File: src/rtl/instr_fetch.sv
// instr_fetch: three-state (IDLE/FETCH/ISSUE) instruction fetch unit that reads one
// word per request from instruction memory and decodes it into MIPS-style R-type fields.
// Latency: fields are valid the cycle after imem_ack. Throughput is one instruction per
// 2 cycles. stall freezes ISSUE, and a memory that never acks holds the block in FETCH.
//
// Ports
//   clk, rst                 single clock, asynchronous active-high reset
//   start / stop / stall     control: start honoured in IDLE, stop honoured on leaving ISSUE
//   imem_req / imem_addr     read request to instruction memory (address = pc)
//   imem_ack / imem_rdata    read data valid strobe and instruction word
//   opCode..funct            combinational decode of the instruction register
//   instr_valid, pc, busy    status
//   timeout_err              sticky fetch-timeout flag
//
// Build option: define FETCH_TIMEOUT_EN to abandon a fetch after TIMEOUT_CYCLES
// un-acked FETCH cycles. In that case pc is left unchanged and timeout_err is raised.
// Without the macro, FETCH waits forever and timeout_err is tied low.

module instr_fetch #(
  parameter logic [31:0] RESET_PC       = 32'h0000_0000,
  parameter int          TIMEOUT_CYCLES = 16
) (
  input  logic        clk,
  input  logic        rst,
  input  logic        start,
  input  logic        stop,
  input  logic        stall,
  output logic        imem_req,
  output logic [31:0] imem_addr,
  input  logic        imem_ack,
  input  logic [31:0] imem_rdata,
  output logic [5:0]  opCode,
  output logic [4:0]  rs,
  output logic [4:0]  rt,
  output logic [4:0]  rd,
  output logic [4:0]  shamt,
  output logic [5:0]  funct,
  output logic        instr_valid,
  output logic [31:0] pc,
  output logic        busy,
  output logic        timeout_err
);

  typedef enum logic [1:0] {
    IDLE  = 2'd0,
    FETCH = 2'd1,
    ISSUE = 2'd2
  } state_t;

  // A zero or negative limit would make the timeout compare meaningless.
  if (TIMEOUT_CYCLES < 1) begin : g_bad_timeout
    $error("TIMEOUT_CYCLES must be at least 1");
  end

  state_t      state_q, state_d;
  logic [31:0] pc_q, pc_d;
  logic [31:0] ir_q, ir_d;

`ifdef FETCH_TIMEOUT_EN
  localparam int CW = $clog2(TIMEOUT_CYCLES + 1);

  logic [CW-1:0] wait_cnt_q, wait_cnt_d;
  logic          err_q, err_d;
  logic          wait_expired;

  // wait_cnt_q counts FETCH cycles that already went by without ack, so the
  // TIMEOUT_CYCLES-th un-acked FETCH cycle is the one that sees TIMEOUT_CYCLES-1.
  assign wait_expired = (wait_cnt_q == CW'(TIMEOUT_CYCLES - 1));

  // Held at zero outside FETCH, which makes it start from zero on every entry.
  always_comb begin
    wait_cnt_d = '0;
    if (state_q == FETCH && !imem_ack) begin
      wait_cnt_d = wait_cnt_q + CW'(1);
    end
  end

  always_ff @(posedge clk or posedge rst) begin
    if (rst) begin
      wait_cnt_q <= '0;
      err_q      <= 1'b0;
    end else begin
      wait_cnt_q <= wait_cnt_d;
      err_q      <= err_d;
    end
  end

  assign timeout_err = err_q;
`else
  assign timeout_err = 1'b0;
`endif

  // Next-state logic for the FSM, pc and instruction register.
  always_comb begin
    state_d = state_q;
    pc_d    = pc_q;
    ir_d    = ir_q;
`ifdef FETCH_TIMEOUT_EN
    err_d   = err_q;
`endif
    case (state_q)
      IDLE: begin
        if (start) begin
          state_d = FETCH;
`ifdef FETCH_TIMEOUT_EN
          err_d   = 1'b0;
`endif
        end
      end
      FETCH: begin
        if (imem_ack) begin
          ir_d    = imem_rdata;
          state_d = ISSUE;
`ifdef FETCH_TIMEOUT_EN
        end else if (wait_expired) begin
          state_d = IDLE;
          err_d   = 1'b1;
`endif
        end
      end
      ISSUE: begin
        // stall has priority over stop: nothing moves until stall drops.
        if (!stall) begin
          pc_d    = pc_q + 32'd4;   // wraps modulo 2^32
          state_d = stop ? IDLE : FETCH;
        end
      end
      default: state_d = IDLE;
    endcase
  end

  always_ff @(posedge clk or posedge rst) begin
    if (rst) begin
      state_q <= IDLE;
      pc_q    <= RESET_PC;
      ir_q    <= '0;
    end else begin
      state_q <= state_d;
      pc_q    <= pc_d;
      ir_q    <= ir_d;
    end
  end

  // Outputs depend only on registered state, so reset clears them immediately.
  assign imem_req    = (state_q == FETCH);
  assign imem_addr   = pc_q;
  assign instr_valid = (state_q == ISSUE);
  assign busy        = (state_q != IDLE);
  assign pc          = pc_q;

  // The fields always reflect IR. instr_valid is what qualifies them.
  assign opCode = ir_q[31:26];
  assign rs     = ir_q[25:21];
  assign rt     = ir_q[20:16];
  assign rd     = ir_q[15:11];
  assign shamt  = ir_q[10:6];
  assign funct  = ir_q[5:0];

endmodule

File: config.mk
export PLATFORM = sky130hd
export DESIGN_NAME = instr_fetch
export DESIGN_NICKNAME = d
export VERILOG_FILES = /design/src/rtl/instr_fetch.sv
export SDC_FILE = /design/constraint.sdc
export NUM_CORES = 1
export LEC_CHECK = 0
export BUFFER_PORTS_ARGS = -buffer_cell sky130_fd_sc_hd__buf_2
export CELL_PAD_IN_SITES_DETAIL_PLACEMENT = 0
export CELL_PAD_IN_SITES_GLOBAL_PLACEMENT = 2
export CORE_MARGIN = 2
export CORE_UTILIZATION = 28
export CTS_CLUSTER_SIZE = 40
export DETAILED_ROUTE_END_ITERATION = 16
export PLACE_DENSITY_LB_ADDON = 0.1
export SLEW_MARGIN = 20
export SYNTH_ARGS = -nofsm -noshare
export SYNTH_HDL_FRONTEND = slang
export SYNTH_SLANG_ARGS = --single-unit
File: constraint.sdc
create_clock -name clk -period 2.35 [get_ports clk]
set_clock_uncertainty 0.1 [all_clocks]
set_input_delay 0.1175 -clock clk [delete_from_list [all_inputs] [get_ports clk]]
set_output_delay 0.1175 -clock clk [all_outputs]
set_load 0.02 [all_outputs]
# ---- Word level (Yosys, flattened, before mapping)
# Cells that the tools add are included.
dict set report word_totals {
  reg_bits 66
  output_inout_bits 100
  wordCells 20
}
dict set report classes {
  addsub 1
  eq_ne 5
  muxes 5
  bitwise_logic 1
  n_reduce_logical 5
}
# cell n
set ops {}
lappend ops {{$add A32 B3 Y32 const B} 1}
lappend ops {{$mux W2} 3}
lappend ops {{$pmux W2 S3} 1}
lappend ops {{$ne A2 B2 Y1 const B} 2}
lappend ops {{$reduce_and A2 Y1} 2}
lappend ops {{$reduce_and A3 Y1} 1}
lappend ops {{$eq A2 B1 Y1 const B} 1}
lappend ops {{$eq A2 B2 Y1 const B} 1}
lappend ops {{$logic_not A2 Y1} 1}
lappend ops {{$ne A2 B1 Y1 const B} 1}
lappend ops {{$reduce_bool A2 Y1} 1}
lappend ops {{$mux W1} 1}
lappend ops {{$not A1 Y1} 1}

# ---- Longest topological paths before layout
dict set report logic_depth {
  ltp_word 3
  depth_mapped 5
  mapped_depth_nobuf 5
}

# ---- Least setup slack after synthesis
# No wires, ideal clock.
dict set report synth_timing {
  kind {reg-to-reg}
  from {reg pc_q[2], in the netlist imem_addr[2]}
  to {reg pc_q[28], in the netlist imem_addr[28]}
  arrival_ns 1.662
  required_ns 2.119
  slack_ns 0.457
  path_stages_with_launch 6
  n_path_buf 0
  synth_period_minus_slack_ns 1.893
  cell_sequence {dfrtp_1 ha_1 nand4bb_4 nor4_4 nand4_1 xnor2_1}
}
dict set report synth_via {
  elab_chain_len 1
}
# item line_no
set synth_rtl {}
lappend synth_rtl {{start, declared} 56} ;# logic [31:0] pc_q, pc_d;
lappend synth_rtl {{start signal, assigned} 139} ;# pc_q <= pc_d;
lappend synth_rtl {{$add A32 B3 Y32} 124} ;# pc_d = pc_q + 32'd4;
# Every way passes these cells.
# A chain may end at the register's enable or synchronous reset.

# ---- Worst setup path after layout
dict set report layout_timing {
  from {reg pc_q[2], in the netlist imem_addr[2]}
  to {reg pc_q[18], in the netlist imem_addr[18]}
}
# The elaborated chain is that of the path after synthesis.

==> flow_summary.toml <==
[run_status]
outcome = "finished clean"

[die]
die_outline_area_um2 = 11380
die_span_in_y_um = 106.7
core.rowCount = 37
initial_utilization_pct = 28.73
design.core.area_um2 = 10280
design.portCount = 138
fp.dieW_um = 106.7

[synthesis]
post_synth_instance_area_um2 = 2953
yosys_warnings = 0
synthDistinctLibCells = 27
synthesis.instances = 233
synth_area_per_cell_um2 = 12.67
yosys_register_bits = 64
synth.yosys.seq_area_share_pct = 54.24

[routing]
routed-wl-met2_mm = 3.186
finalWirelength_mm = 6.885
final_antenna_net_count = 0
routed-wl-met3_um = 534
highest_layer = "met4"
met1_length_mm = 3.076
number_of_drc_violations_after_detailed_routing = 0
drt-wirelength-per-cell_um = 13.21
route.detailed.vias_per_inst = 4.269
dr.pass1.iters = 4
drt_iter0_markers = 37
vias = 2224

[pwr]
vdd_drop_max_mv = 0.5136
cellLeakagePower_nw = 2.145
cellPowerDensity_nw_per_um2 = 1064

[final_layout]
synthToLayoutAreaGrowth_pct = 41.57
final_cells = 521
diodes = 0
final_layout_size_suffix_gt1_share_pct = 50.13
most_frequent_standard_cell_in_the_layout_excluding_fill_and_tap_cells = "sky130_fd_sc_hd__buf_2"
layout_common_cells = "132 x sky130_fd_sc_hd__buf_2, 64 x sky130_fd_sc_hd__dfrtp_1, 36 x sky130_fd_sc_hd__dlygate4sd3_1"
design.final.nets = 419

[timing]
timing.final.setup_violations = 0
fin_setup_tns_ps = 0
worst_slew_pin_slew_ps = 602.5
relSlewSlack_pct = 59.78
unrepaired_setup_endpoints_after_global_routing = "false"
min_period_over_period_pct = 82.75
max_freq_mhz = 514.2
finalHoldViolations = 0
finalCriticalPeriod_ps = 1945
number_of_pins_with_negative_max_slew_slack_in_the_final_report = 0

[clock_network]
cts_root_buffer = "sky130_fd_sc_hd__clkbuf_8"
clk_pin_slew_worst_paths_ps = 70
clk-insertion-delay-late_ps = 340
cts_buffer_depth = 2
post_cts.resized_instances = 0
clock_sink_count = 64
cts_max_level = 3
tritoncts = "built"
cts-buffers-inserted = 9

[setup_path]
critPathLaunchType = "flop"
timing.critical_path.to_type = "flop"
cp_max_fo = 6
critical_path_arrival_ps = 2060
critPathRequiredTime_ps = 2470
timing.setup.critical_path_class = "reg -> reg"

[global_routing]
grt_start_max_net_pins = 40
grt_first_pass_wirelength_mm = 11.30
antenna_found_initial = 0
gr-total-overflow = 0
first_global_vias = 2266
gr-usage-all-layers_pct = 12.69

[place]
gp_congestion = 0.7344
detailed_place_hpwl_mm = 4.721
port-buffer-count = 132
placedCellCount = 469

[flow_run]
max_cap_viols = 0

[hold_path]
worst_hold_check_path_type = "in -> reg"
-- registers in the layout, indices dropped and copies added (netlist names) --
| signal | flops |
|---|---|
| imem_addr | 30 |
| ir_q | 32 |
| state_q | 2 |
-- area by class of cell --
class | count | area, um^2
tap | 136 | 170.2
timing repair buffer | 172 | 1064
fill | 1066 | 6097
sequential | 64 | 1602
inverter | 2 | 7.507
multi-input combinational | 131 | 1071
clock buffer | 9 | 123.9
clock inverter | 7 | 142.6
-- cells in the mapped netlist (all sizes together) --
master	n	share of area, %
nand2	9	1.1
mux2	33	13
nor2b	2	0.42
nand4	17	3.6
nand3	9	1.5
nand2b	1	0.21
inv	2	0.25
clkbuf	1	0.17
and2b	1	0.25
nor2	5	0.72
mux2i	1	0.34
and2	4	0.85
xor2	4	1.2
nand4bb	1	0.93
buf	39	9.6
ha	1	0.42
xnor2	25	7.4
conb	1	0.13
nor4	2	1.4
or2	2	0.42
dfrtp	64	54
and4	1	0.30
nor3b	1	0.42
and3	6	1.3
o21ai	1	0.17
-- power breakdown --
part	leakage [nW]	switching, mW	internal, mW
Combinational	1.20	0.860	0.671
Clock	0.134	0.461	0.816
Sequential	0.816	0.207	1.43
Total	2.15	1.53	2.92
-- per-stage QoR --
stage               cell area [um^2]  worst slack (ps)  util [%]  power (mW)  hold WS, ps
floorplan                       2968             456.8         -       2.674        131.2
global placement                3553             441.3     34.58       3.148        142.6
detailed placement              3553             390.7     34.58       3.155        136.5
CTS                             4180             367.1     40.67       4.515        40.85
global route                    4180             255.4     40.67       4.713        82.24
finish                          4180             405.3     40.67       4.448        46.87
-- critical path, cell delays in order, from the launching register on --
cell	delay (ps)
sky130_fd_sc_hd__dfrtp_1	440
sky130_fd_sc_hd__ha_1	230
sky130_fd_sc_hd__nand4bb_4	150
sky130_fd_sc_hd__nor4_4	440
sky130_fd_sc_hd__buf_4	230
sky130_fd_sc_hd__nand4_1	110
sky130_fd_sc_hd__xnor2_1	150
-- kinds of logic after synthesis --
family,after synthesis,synth area share [%]
DFF,64,54.24
and+or+nand+nor,61,13.52
buffers and inverters,42,10.00
muxes,34,12.92
xor gates and xnor gates,29,8.602
adders and majority gates,1,0.4237
other,1,0.1270
AOI/OAI and AO/OA,1,0.1693
-- path summary, 6_finish.rpt --
path | start | end | slack [ps] | cells past startpoint
setup / recovery | imem_addr[2] | imem_addr[18] | 410 | 6
hold / removal | stop | state_q[0] | 50 | 4
setup reg to reg | imem_addr[2] | imem_addr[18] | 410 | 6
hold reg to reg | imem_addr[31] | imem_addr[31] | 390 | 1
max in group asynchronous | rst | ir_q[2] | 1220 | 4
min in group asynchronous | rst | ir_q[1] | 290 | 3
-- layer usage --
metal  up-vias  global-route usage [%]
met5         -                       0
met2        88                   19.38
li1       1050                       -
met3         8                   4.012
met1      1078                   16.63
met4         0                   5.288
-- repair_timing --
action	4_1_cts	5_1_grt
hold buffers	36	0
setup endpoints to repair	0	0
setup buffers	0	0
endpoints found under the hold margin	59	0
Power figures use the tool's default switching activity.
